<file path="src/rtl/msub_defs.vh">
// Shared definitions for the multi-precision subtraction sequencer:
// FSM state encodings and the total operand width derivation.
// Included by the RTL and by the testbench.
`ifndef MSUB_DEFS_VH
`define MSUB_DEFS_VH

`define MSUB_STATE_IDLE 1'b0
`define MSUB_STATE_RUN  1'b1

// Full operand width from word width and word count.
`define MSUB_TOTAL(w, n) ((w) * (n))

`endif

</file>
<file path="src/rtl/msub_sequencer_pkg.sv">
// Package for the multi-precision subtraction sequencer: default
// geometry, the state type and the word-counter sizing helper.
package msub_sequencer_pkg;

  localparam int MSUB_WIDTH_DEFAULT   = 4;
  localparam int MSUB_N_WORDS_DEFAULT = 4;

  typedef logic [0:0] msub_state_t;

  // Counter width that can hold 0..n_words-1; never narrower than one bit.
  function automatic int cnt_bits(input int n_words);
    return (n_words > 2) ? $clog2(n_words) : 1;
  endfunction

endpackage

</file>
<file path="src/rtl/subtractor.sv">
// Single-word unsigned subtractor with borrow-in and borrow-out.
// Purely combinational: {o_borr, o_sub} = i_a - i_b - i_borr.
module subtractor #(
  parameter int WIDTH = 4
) (
  input  logic [WIDTH-1:0] i_a,
  input  logic [WIDTH-1:0] i_b,
  input  logic             i_borr,
  output logic [WIDTH-1:0] o_sub,
  output logic             o_borr
);

  logic [WIDTH:0] full;

  // One extra bit catches the wrap below zero, which is the borrow-out.
  assign full   = {1'b0, i_a} - {1'b0, i_b} - {{WIDTH{1'b0}}, i_borr};
  assign o_sub  = full[WIDTH-1:0];
  assign o_borr = full[WIDTH];

endmodule

</file>
<file path="src/rtl/msub_sequencer.sv">
// Multi-precision subtraction sequencer.
// Computes a TOTAL-bit a - b - borrow_in by pushing one WIDTH-bit word per
// cycle (least significant first) through a single shared subtractor and
// carrying the borrow between words in a register.
// Optional feature: define MSUB_ZERO_FLAG_EN to add the o_zero port, a
// registered flag that is 1 when the stored difference is all-zero.
//
// state | meaning
// ------+-----------------------------------------------------------
// IDLE  | waiting for i_start; o_ready=1, last result held on outputs
// RUN   | one word per cycle through the subtractor, cnt = word index
`include "msub_defs.vh"

module msub_sequencer
  import msub_sequencer_pkg::*;
#(
  parameter int WIDTH   = MSUB_WIDTH_DEFAULT,
  parameter int N_WORDS = MSUB_N_WORDS_DEFAULT
) (
  input  logic                                  i_clk,
  input  logic                                  i_rst_n,
  input  logic                                  i_start,
  input  logic [`MSUB_TOTAL(WIDTH, N_WORDS)-1:0] i_a,
  input  logic [`MSUB_TOTAL(WIDTH, N_WORDS)-1:0] i_b,
  input  logic                                  i_borr,
  output logic                                  o_ready,
  output logic                                  o_busy,
  output logic                                  o_done,
  output logic [`MSUB_TOTAL(WIDTH, N_WORDS)-1:0] o_sub,
  output logic                                  o_borr
`ifdef MSUB_ZERO_FLAG_EN
  ,
  output logic                                  o_zero
`endif
);

  localparam int TOTAL = `MSUB_TOTAL(WIDTH, N_WORDS);
  localparam int CW    = cnt_bits(N_WORDS);

  localparam logic [0:0]    IDLE     = `MSUB_STATE_IDLE;
  localparam logic [0:0]    RUN      = `MSUB_STATE_RUN;
  localparam logic [CW-1:0] CNT_LAST = CW'(N_WORDS - 1);

  msub_state_t             state;
  logic [CW-1:0]           cnt;
  logic [TOTAL-1:0]        a_sh;
  logic [TOTAL-1:0]        b_sh;
  logic                    borr_q;
  // Holds only the words already finished; the word in flight joins it
  // in res_next, so the last word lands straight in o_sub.
  logic [TOTAL-WIDTH-1:0]  res_sh;
  logic [TOTAL-1:0]        res_next;

  logic [WIDTH-1:0]        word_diff;
  logic                    word_borr;
  logic                    accept;
  logic                    last_word;

  subtractor #(
    .WIDTH (WIDTH)
  ) u_subtractor (
    .i_a    (a_sh[WIDTH-1:0]),
    .i_b    (b_sh[WIDTH-1:0]),
    .i_borr (borr_q),
    .o_sub  (word_diff),
    .o_borr (word_borr)
  );

  assign accept    = (state == IDLE) && i_start;
  assign last_word = (state == RUN) && (cnt == CNT_LAST);
  assign res_next  = {word_diff, res_sh};

  assign o_ready = (state == IDLE);
  assign o_busy  = (state == RUN);

  // FSM and word counter; the counter stops at the last word index.
  always_ff @(posedge i_clk or negedge i_rst_n) begin
    if (!i_rst_n) begin
      state <= IDLE;
      cnt   <= '0;
    end else begin
      case (state)
        IDLE: begin
          if (i_start) begin
            state <= RUN;
            cnt   <= '0;
          end
        end
        RUN: begin
          if (cnt == CNT_LAST) begin
            state <= IDLE;
          end else begin
            cnt <= cnt + CW'(1);
          end
        end
        default: begin
          state <= IDLE;
          cnt   <= '0;
        end
      endcase
    end
  end

  // Operand shift registers, running borrow and partial-result collection.
  always_ff @(posedge i_clk or negedge i_rst_n) begin
    if (!i_rst_n) begin
      a_sh   <= '0;
      b_sh   <= '0;
      borr_q <= 1'b0;
      res_sh <= '0;
    end else if (accept) begin
      a_sh   <= i_a;
      b_sh   <= i_b;
      borr_q <= i_borr;
    end else if (state == RUN) begin
      a_sh   <= a_sh >> WIDTH;
      b_sh   <= b_sh >> WIDTH;
      borr_q <= word_borr;
      res_sh <= res_next[TOTAL-1:WIDTH];
    end
  end

  // Result registers: updated only on the last word, held otherwise.
  always_ff @(posedge i_clk or negedge i_rst_n) begin
    if (!i_rst_n) begin
      o_done <= 1'b0;
      o_sub  <= '0;
      o_borr <= 1'b0;
`ifdef MSUB_ZERO_FLAG_EN
      o_zero <= 1'b0;
`endif
    end else begin
      o_done <= last_word;
      if (last_word) begin
        o_sub  <= res_next;
        o_borr <= word_borr;
`ifdef MSUB_ZERO_FLAG_EN
        o_zero <= (res_next == '0);
`endif
      end
    end
  end

endmodule
</file>
<file path="config.mk">
export PLATFORM = sky130hd
export DESIGN_NAME = msub_sequencer
export DESIGN_NICKNAME = d
export VERILOG_FILES = /design/src/rtl/msub_sequencer_pkg.sv /design/src/rtl/subtractor.sv /design/src/rtl/msub_sequencer.sv
export VERILOG_INCLUDE_DIRS = /design/src /design/src/rtl
export SDC_FILE = /design/constraint.sdc
export NUM_CORES = 1
export LEC_CHECK = 0
export CORE_ASPECT_RATIO = 1.1
export CORE_MARGIN = 2
export CORE_UTILIZATION = 52
export DETAILED_ROUTE_END_ITERATION = 8
export PLACE_DENSITY_LB_ADDON = 0.08
export SYNTH_ARGS = -nofsm -noshare
export SYNTH_HDL_FRONTEND = slang
export SYNTH_HIERARCHICAL = 1
export SYNTH_SLANG_ARGS = --single-unit
</file>
<file path="constraint.sdc">
create_clock -name i_clk -period 2.7 [get_ports i_clk]
set_clock_uncertainty 0.1 [all_clocks]
set_input_delay 0.54 -clock i_clk [delete_from_list [all_inputs] [get_ports i_clk]]
set_output_delay 0.54 -clock i_clk [all_outputs]
set_load 0.01 [all_outputs]
</file>
==> reports/qor.yml, run 1 <==
grt_use_met2: 0.269
yosysSeqAreaShare: 0.557
area_delta_synth_final_pct: 27.0
viasPerCell: 4.87
cts_buffers: 9
cpMostUsedCell: "fa_1"
r2r_start: "a_sh[0]"
yosysWarningCount: 6
synth_area_per_cell_um2: 12.7
final_cell_area_um2: 3760
top_usage_layer: "met2"
met1_usage: 0.225
hp-class: "reg2reg"
cp_num_buf_inv: 0
initial_core_util: 0.546
h-tree-depth: 3
grt_max_degree: 68
period_share: 0.808
cts_sinks: 66
port_buffers: 55
power_density_nw_per_um2: 1110
dpl.hpwl_mm: 3.39
cp-start-kind: "flip-flop"
crit_slowest_cell: "fa_1"
die_w_um: 76.0
crit_cells: 6
rrSetupSlack_ns: 0.52
overflow: 0
grt_use_total: 0.174
drt-total-wl_mm: 4.86
max_freq_ghz: 0.458
post-route-drc-count: 0
path_delay_family: "adder cells"
synth_adder_area_share: 0.0431
die_h_um: 83.2
whs_path_depth: 2
netlist_area_um2: 2960
grt_pass1_vias: 1837
synth_cell_types: 22
max_stage_delay_ns: 0.47
tns_ns: 0
synthMuxAreaShare: 0.236
postPlaceCellArea_um2: 3540
layout_common_cells: "dfrtp_1 (65), clkdlybuf4s50_1 (53), mux2i_1 (34), o21ai_0 (26), nand2_1 (25)"
cap_violations: 0
cp-end-kind: "flip-flop"
cts_max_path_buffers: 2
ios: 56
via_count: 1811
synthXorXnorAreaFrac: 0.0148
crit_path_max_fanout: 2
slew_headroom: 0.576
synth_top_family_by_area: "multiplexers"
critical_path_class: "reg2reg"
n_fill_cell: 403
gp_congestion: 0.706
antenna_cells: 0
cts_tree: "done"
slew_viol_final: 0
fin_crit_ns: 2.18
critical_path_required_ns: 2.81
ys_ff_latch: 66
synth_compound_area_frac: 0.0536
vdd_drop_max_uv: 520
setup-violations-final: 0
clock_latency_ns: 0.33
dieArea_um2: 6320
critPathLaunch: "a_sh[0]"
status: "complete, no violations"
grt_pass1_wl_mm: 8.63
clkTransAtPathRegs_ns: 0.07
tightestPinTransition_ns: 0.636
syn-num-nets: 279
finalHoldViolations: 0
post_cts_buffers: 0
drt_iter0_markers: 93
cp.arrival_ns: 2.29
fin_nets: 337
synth_cells: 234
rows: 28
drive_gt1_frac: 0.175
cts-root-buf: "clkbuf_8"
antenna_found_initial: 0
core-area_um2: 5430
gr-usage-met3: 0.0587
worstPathCellList: "fa_1 > fa_1 > nand2b_1 > a21oi_2 > xor2_1 > mux2_2"
final_common_cell: "dfrtp_1"
rr_worst_depth: 6
hp-start: "b_sh[13]"
grt_setup_unrepaired: "false"
wl_per_cell_um: 13.1
drtPass1Iterations: 4
ant_nets: 0
synthSimpleGateAreaFrac: 0.0536
leakage_nw: 1.77
==> Yosys cell counts <==
cell type  count  area share
mux2_4         9       0.046
dfrtp_1       66        0.56
clkbuf_1       2      0.0025
buf_4          6       0.015
buf_6          1      0.0038
nand3b_1       1      0.0025
mux2_2        20       0.076
nand2_1       25       0.032
mux2i_1       34        0.11
xor2_1         5       0.015
nand2b_1       2      0.0042
ha_1           7       0.030
inv_1         10       0.013
fa_1           2       0.014
a21oi_2        1      0.0030
buf_2          4      0.0068
nand2_4        1      0.0038
o21ai_0       26       0.044
o22ai_1        1      0.0021
nor2_1         9       0.011
o2bb2ai_1      1      0.0030
a21oi_1        1      0.0017
==> through the flow <==
step / std cells / worst slack, ns / hold slack (ns) / power (mW) / utilization
5_1_grt: 372 / 0.394 / 0.415 / 4.49 / 0.693
3_5_place_dp: 355 / 0.534 / 0.346 / 3.39 / 0.653
2_1_floorplan: 234 / 0.626 / 0.144 / 2.81 / -
3_3_place_gp: 355 / 0.593 / 0.350 / 3.31 / 0.653
4_1_cts: 372 / 0.517 / 0.386 / 4.24 / 0.693
6_report: 372 / 0.519 / 0.379 / 4.19 / 0.693
==> layer usage <==
| metal | routed length [um] | up-vias |
|---|---|---|
| met5 | 0 | - |
| met4 | 76 | 0 |
| met3 | 277 | 6 |
| met2 | 2260 | 48 |
| met1 | 2240 | 844 |
| li1 | - | 913 |
==> worst min-delay path, cell delays in order, from the launching register on <==
cell and delay, ns:
dfrtp_1 0.34, nand2_1 0.05, o21ai_0 0.06
==> final cells by class <==
class | instances | area, um2 | share of cell area
clock buffer | 14 | 173 | 0.0459
clock inverter | 2 | 35.0 | 0.00931
inverter | 10 | 37.5 | 0.00998
multi-input combinational | 145 | 1190 | 0.316
sequential | 66 | 1650 | 0.439
tap | 75 | 93.8 | 0.0249
timing repair buffer | 60 | 581 | 0.154
==> logic make-up after synthesis <==
logic type                 after synthesis
xor gates and xnor gates                 5
adders and majority gates                9
buffers and inverters                   23
DFF                                     66
AOI/OAI and AO/OA                       30
and+or+nand+nor                         38
muxes                                   63
==> repair_timing <==
| action | CTS | global route |
|---|---|---|
| endpoints found under the setup margin | 0 | 0 |
| gates resized for setup | 0 | 0 |
| hold buffers | 1 | 0 |
| endpoints found under the hold margin | 12 | 0 |
==> state kept, by name, summed over array words and instances (netlist names) <==
signal,count
a_sh,16
b_sh,16
borr_q,1
cnt,2
o_borr,1
o_busy,1
o_done,1
o_sub,16
res_sh,12
==> report_power, final <==
part	switching, mW	internal, mW
sequential	0.253	1.42
clock	0.338	0.502
combinational	0.708	0.961
==> worst paths after layout <==
| check | end |
|---|---|
| worst max-delay path | o_borr |
| worst min-delay path | b_sh[9] |
| worst max register to register | o_borr |
| worst min register to register | b_sh[9] |
| max in group asynchronous | o_busy |
| min in group asynchronous | a_sh[5] |
Power figures use the tool's default switching activity.
==> run 2, diff against run 1 <==
==> constraint.sdc (replaced) <==
create_clock -name i_clk -period 2.2 [get_ports i_clk]
set_clock_uncertainty 0.1 [all_clocks]
set_input_delay 0.44 -clock i_clk [delete_from_list [all_inputs] [get_ports i_clk]]
set_output_delay 0.44 -clock i_clk [all_outputs]
set_load 0.01 [all_outputs]
==> run 2 against run 1 <==
Compared with the run above: first-iteration DRC count grew 20%; setup slack lost 0.47 ns; die area is the same; sequential power grew 23%; largest cell class unchanged.
==> reports/qor.yml, run 2 (synthesis results as in run 1) <==
h-tree-depth: 3  # unchanged
n_fill_cell: 442  # +9.7%
critical_path_required_ns: 2.32  # -0.49 ns
drtPass1Iterations: 2  # -2
leakage_nw: 1.77  # +0.18%
die_h_um: 83.2  # unchanged
dr_wl_met3_um: 264  # -4.7%
final_common_cell: "dfrtp_1"
cts_buffers: 9  # unchanged
hp-class: "in2async"
worstSetupEndpoint: "res_sh[11]"
postPlaceCellArea_um2: 3580  # +0.92%
clock_latency_ns: 0.33  # about the same
crit_path_max_fanout: 2  # unchanged
period_share: 0.977  # +0.169
reg2reg_to: "res_sh[11]"
rows: 28  # unchanged
grt_max_degree: 58  # -15%
grt_use_total: 0.180  # +0.00664
clkTransAtPathRegs_ns: 0.07  # about the same
overflow: 0  # unchanged
die_w_um: 76.0  # unchanged
dpl.hpwl_mm: 3.67  # +8.0%
drt-total-wl_mm: 5.08  # +4.5%
initial_core_util: 0.546  # unchanged
cts_max_path_buffers: 2  # unchanged
fin_nets: 338  # +0.30%
dieArea_um2: 6320  # unchanged
drt_iter0_markers: 112  # +20%
critPathLaunch: "a_sh[0]"
r2r_start: "a_sh[0]"
tightestPinTransition_ns: 0.584  # -0.0525 ns
dr.max_layer_used: "met4"
hold_buffers: 0  # -1
cts-root-buf: "clkbuf_8"
cts_sinks: 66  # unchanged
rr_worst_depth: 7  # +1
port_buffers: 55  # unchanged
slew_headroom: 0.611  # +0.0350
via_count: 1857  # +2.5%
cts_tree: "done"
grt_pass1_vias: 1876  # +2.1%
antenna_found_initial: 0  # unchanged
cp-end-kind: "flip-flop"
status: "complete, no violations"
fin_crit_ns: 2.15  # -0.0322 ns
wl_per_cell_um: 13.6  # +4.3%
finalHoldViolations: 0  # unchanged
antenna_cells: 0  # unchanged
stdcell_count: 373  # +0.27%
wl_met1_mm: 2.30  # +2.4%
drive_gt1_frac: 0.185  # +0.00948
place_inst: 356  # +0.28%
layout_common_cells: "dfrtp_1 (65), clkdlybuf4s50_1 (53), mux2i_1 (34), o21ai_0 (26), nand2_1 (25)"
largest_registers: "a_sh (16), b_sh (16), o_sub (16)"
final_cell_area_um2: 3770  # +0.20%
met2_length_mm: 2.47  # +9.3%
area_delta_synth_final_pct: 27.2
cp-start-kind: "flip-flop"
grt_pass1_wl_mm: 8.89  # +3.0%
setup-violations-final: 0  # unchanged
setup_ws_ns: 0.0508  # -0.468 ns
critical_path_class: "reg2reg"
slew_viol_final: 0  # unchanged
post-route-drc-count: 0  # unchanged
core-area_um2: 5430  # unchanged
ios: 56  # unchanged
cp.arrival_ns: 2.27  # -0.02 ns
gp_congestion: 0.745  # +5.5%
max_freq_ghz: 0.465  # +1.5%
cap_violations: 0  # unchanged
power_density_nw_per_um2: 1340  # +21%
place_ws_ns: 0.0432  # -0.491 ns
vdd_drop_max_uv: 550  # +5.8%
viasPerCell: 4.98  # +2.3%
rrSetupSlack_ns: 0.05  # -0.47 ns
ant_nets: 0  # unchanged
## run 2: cell types whose count changed in the layout (fill, tap and decap cells not counted)
cell,delta
dlygate4sd3_1,-1
fa_1,-1
bufinv_16,-1
fa_2,+1
clkinv_2,+1
buf_12,+2
## run 2: how the worst min path moves through the flow
stage,to,depth (start not counted)
after detailed placement,a_sh[4],2
after global routing,o_sub[12],1
after floorplan,a_sh[0],0
after global placement,b_sh[6],2
final,res_sh[2],1
after CTS,o_sub[2],1
## run 2: repair_timing
item / in CTS / in global routing
setup endpoints to repair: 0 / 4
setup buffers: 0 / 1
gates resized for setup: 0 / 1
## run 2: worst max-delay path, stage by stage (launching register included)
cell      delay, ns
dfrtp_1        0.40
fa_2           0.58
inv_1          0.05
ha_1           0.16
o21ai_0        0.18
nand3b_1       0.13
xor2_1         0.17
mux2_2         0.26
## run 2: final cells by class
| class | count | area, um2 | area share |
|---|---|---|---|
| clock buffer | 14 | 173 | 0.0458 |
| clock inverter | 2 | 10.0 | 0.00266 |
| inverter | 10 | 37.5 | 0.00996 |
| multi-input combinational | 145 | 1190 | 0.316 |
| sequential | 66 | 1650 | 0.438 |
| tap | 75 | 93.8 | 0.0249 |
| timing repair buffer | 61 | 611 | 0.162 |
## run 2: metal layers
metal / global-route usage / vias up
li1: - / 916
met1: 0.223 / 890
met2: 0.296 / 47
met3: 0.0685 / 4
met4: 0.0545 / 0
met5: 0 / -
## run 2: power breakdown
part,total [mW],internal [mW],switching [mW],leakage [nW]
sequential,2.06,1.75,0.313,0.829
clock,0.914,0.499,0.416,0.0965
combinational,2.08,1.20,0.881,0.845
## run 2: metrics by stage
| step | total power, mW | hold WS, ns | utilization | setup TNS (ns) |
|---|---|---|---|---|
| finish | 5.06 | 0.00210 | 0.694 | 0 |
| global route | 5.44 | 0.0293 | 0.694 | -0.0653 |
| CTS | 5.11 | 0.0166 | 0.692 | 0 |
| detailed placement | 4.19 | 0.370 | 0.659 | 0 |
| global placement | 4.08 | 0.360 | 0.659 | 0 |
| floorplan | 3.44 | 0.0444 | - | 0 |
==> run 3, diff against run 2 <==
--- a/config.mk
+++ b/config.mk
@@ -7,9 +7,9 @@
 export NUM_CORES = 1
 export LEC_CHECK = 0
 export CORE_ASPECT_RATIO = 1.1
-export CORE_MARGIN = 2
 export CORE_UTILIZATION = 52
 export DETAILED_ROUTE_END_ITERATION = 8
+export GPL_ROUTABILITY_DRIVEN = 1
 export PLACE_DENSITY_LB_ADDON = 0.08
 export SYNTH_ARGS = -nofsm -noshare
 export SYNTH_HDL_FRONTEND = slang
==> run 3 against run 2 <==
Compared with the run above: the flow now finishes with violations (negative hold slack); utilization decreased by 0.069 points; die area decreased by 5.0%; sequential cell count unchanged; maximum frequency increased by 1.5%; combinational power about the same; critical path depth unchanged; routed wire length decreased by 0.99%; global-route usage increased by 0.83 points; count of clock-buffer cells in the layout decreased by 3; largest cell class unchanged.
==> reports/qor.yml, run 3 (synthesis results as in run 1) <==
grt_pass1_vias: 1871  # -0.27%
cp-start-kind: "flip-flop"
tightestPinTransition_ns: 0.512  # -0.0721 ns
vdd_drop_max_uv: 645  # +17%
final_core_util: 0.694  # about the same
cts_tree: "done"
die_h_um: 81.2  # -2.4%
critical_path_required_ns: 2.34  # +0.02 ns
clkTransAtPathRegs_ns: 0.07  # about the same
finalHoldViolations: 1  # +1
layout_common_cells: "dfrtp_1 (65), clkdlybuf4s50_1 (53), mux2i_1 (34), o21ai_0 (26), nand2_1 (25)"
dpl.hpwl_mm: 3.28  # -11%
critical_path_class: "reg2reg"
whs_ns: -0.00297  # -0.00506 ns
cap_violations: 0  # unchanged
grt_use_total: 0.189  # +0.00832
drt-total-wl_mm: 5.03  # -0.99%
clock_latency_ns: 0.34  # about the same
violations: "negative hold slack"
grt_max_degree: 67  # +16%
cp-end-kind: "flip-flop"
largest_registers: "a_sh (16), b_sh (16), o_sub (16)"
antenna_found_initial: 0  # unchanged
fin_nets: 337  # -0.30%
core-area_um2: 5430  # unchanged
leakage_nw: 1.76  # -0.65%
cp.arrival_ns: 2.26  # about the same
grt_pass1_wl_mm: 8.43  # -5.1%
slew_headroom: 0.659  # +0.0481
cp_num_buf_inv: 0  # -1
tns_ns: 0  # unchanged
period_share: 0.962  # -0.0145
status: "complete, but fails checks"
design_power_total_mw: 5.10  # +0.80%
via_count: 1852  # -0.27%
h-tree-depth: 3  # unchanged
drtPass1Iterations: 4  # +2
stdcell_count: 372  # -0.27%
ios: 56  # unchanged
path_delay_family: "adder cells"
crit_slowest_cell: "dfrtp_1"
wl_per_cell_um: 13.5  # -0.72%
slew_viol_final: 0  # unchanged
setup-violations-final: 0  # unchanged
cts_max_path_buffers: 2  # unchanged
area_delta_synth_final_pct: 27.1  # about the same
power_density_nw_per_um2: 1350  # +0.90%
cts_sinks: 66  # unchanged
viasPerCell: 4.98  # about the same
hp-class: "in2async"
max_freq_ghz: 0.472  # +1.5%
rows: 28  # unchanged
dieArea_um2: 6000  # -5.0%
worstPathCellList: "fa_2 > fa_1 > nand2b_1 > a21oi_2 > xor2_1 > nand2_1 > o21ai_0"
cts-root-buf: "clkbuf_8"
final_common_cell: "dfrtp_1"
crit_path_max_fanout: 2  # unchanged
gp_congestion: 0.741  # -0.51%
fin_crit_ns: 2.12  # -0.0319 ns
ant_nets: 0  # unchanged
die_w_um: 74.0  # -2.6%
drt_iter0_markers: 68  # -39%
place_inst: 355  # -0.28%
post-route-drc-count: 0  # unchanged
max_stage_delay_ns: 0.41  # -0.17 ns
cts_buffers: 9  # unchanged
initial_core_util: 0.546  # unchanged
antenna_cells: 0  # unchanged
overflow: 0  # unchanged
port_buffers: 55  # unchanged
drive_gt1_frac: 0.182  # -0.00275
run 3: changes by cell type in the layout (fill, tap and decap cells not counted):
cell        delta
bufinv_16      +1
clkbuf_8       -3
clkinvlp_4     +2
buf_4          -1
run 3: metrics by stage:
stage / hold slack, ns / worst slack [ns] / instance area [um2]
floorplan: 0.0444 / 0.126 / 2960
global placement: 0.358 / 0.0912 / 3570
detailed placement: 0.366 / 0.0119 / 3570
CTS: 0.0183 / 0.00161 / 3760
global route: 0.0336 / -0.0187 / 3770
finish: -0.00297 / 0.0826 / 3770
run 3: worst register-to-register path, delay by kind of cell (launching register included):
family	cells	cell delay (ns)
adder cells (fa/ha/maj)	2	0.81
flip-flops	1	0.41
AO/OA/AOI/OAI	2	0.26
AND/OR/NAND/NOR	2	0.24
XOR/XNOR	1	0.20
run 3: repair_timing:
item | CTS | global route
setup endpoints to repair | 1 | 2
hold buffers | 0 | 0
setup buffers | 0 | 1
gates resized for setup | 0 | 1
hold endpoints to repair | 0 | 0
pin swaps | 1 | 1
run 3: worst paths after layout:
check,from,endpoint,slack (ns),cells past startpoint
setup / recovery,a_sh[0],borr_q,0.08,7
max in group asynchronous,i_rst_n,borr_q,1.70,2
hold / removal,i_rst_n,res_sh[6],-0.003,2
setup reg to reg,a_sh[0],borr_q,0.08,7
min in group i_clk,a_sh[9],a_sh[5],0.38,2
hold reg to reg,a_sh[9],a_sh[5],0.38,2
run 3: area by class of cell:
cell class | instances | area (um2)
multi-input combinational | 145 | 1190
sequential | 66 | 1650
clock buffer | 11 | 131
fill | 433 | 1660
timing repair buffer | 60 | 603
inverter | 10 | 37.5
tap | 75 | 93.8
clock inverter | 5 | 55.1
run 3: where the power goes:
part	switching (mW)	total (mW)	internal, mW
combinational	0.879	2.08	1.20
sequential	0.306	2.05	1.75
clock	0.450	0.970	0.520
run 3: routing by layer:
| metal | routed length [um] | share of wire | global-route usage | vias up |
|---|---|---|---|---|
| li1 | - | - | - | 911 |
| met5 | 0 | 0 | 0 | - |
| met4 | 120 | 0.024 | 0.110 | 0 |
| met1 | 2260 | 0.45 | 0.235 | 886 |
| met3 | 210 | 0.042 | 0.0409 | 10 |
| met2 | 2430 | 0.48 | 0.302 | 45 |
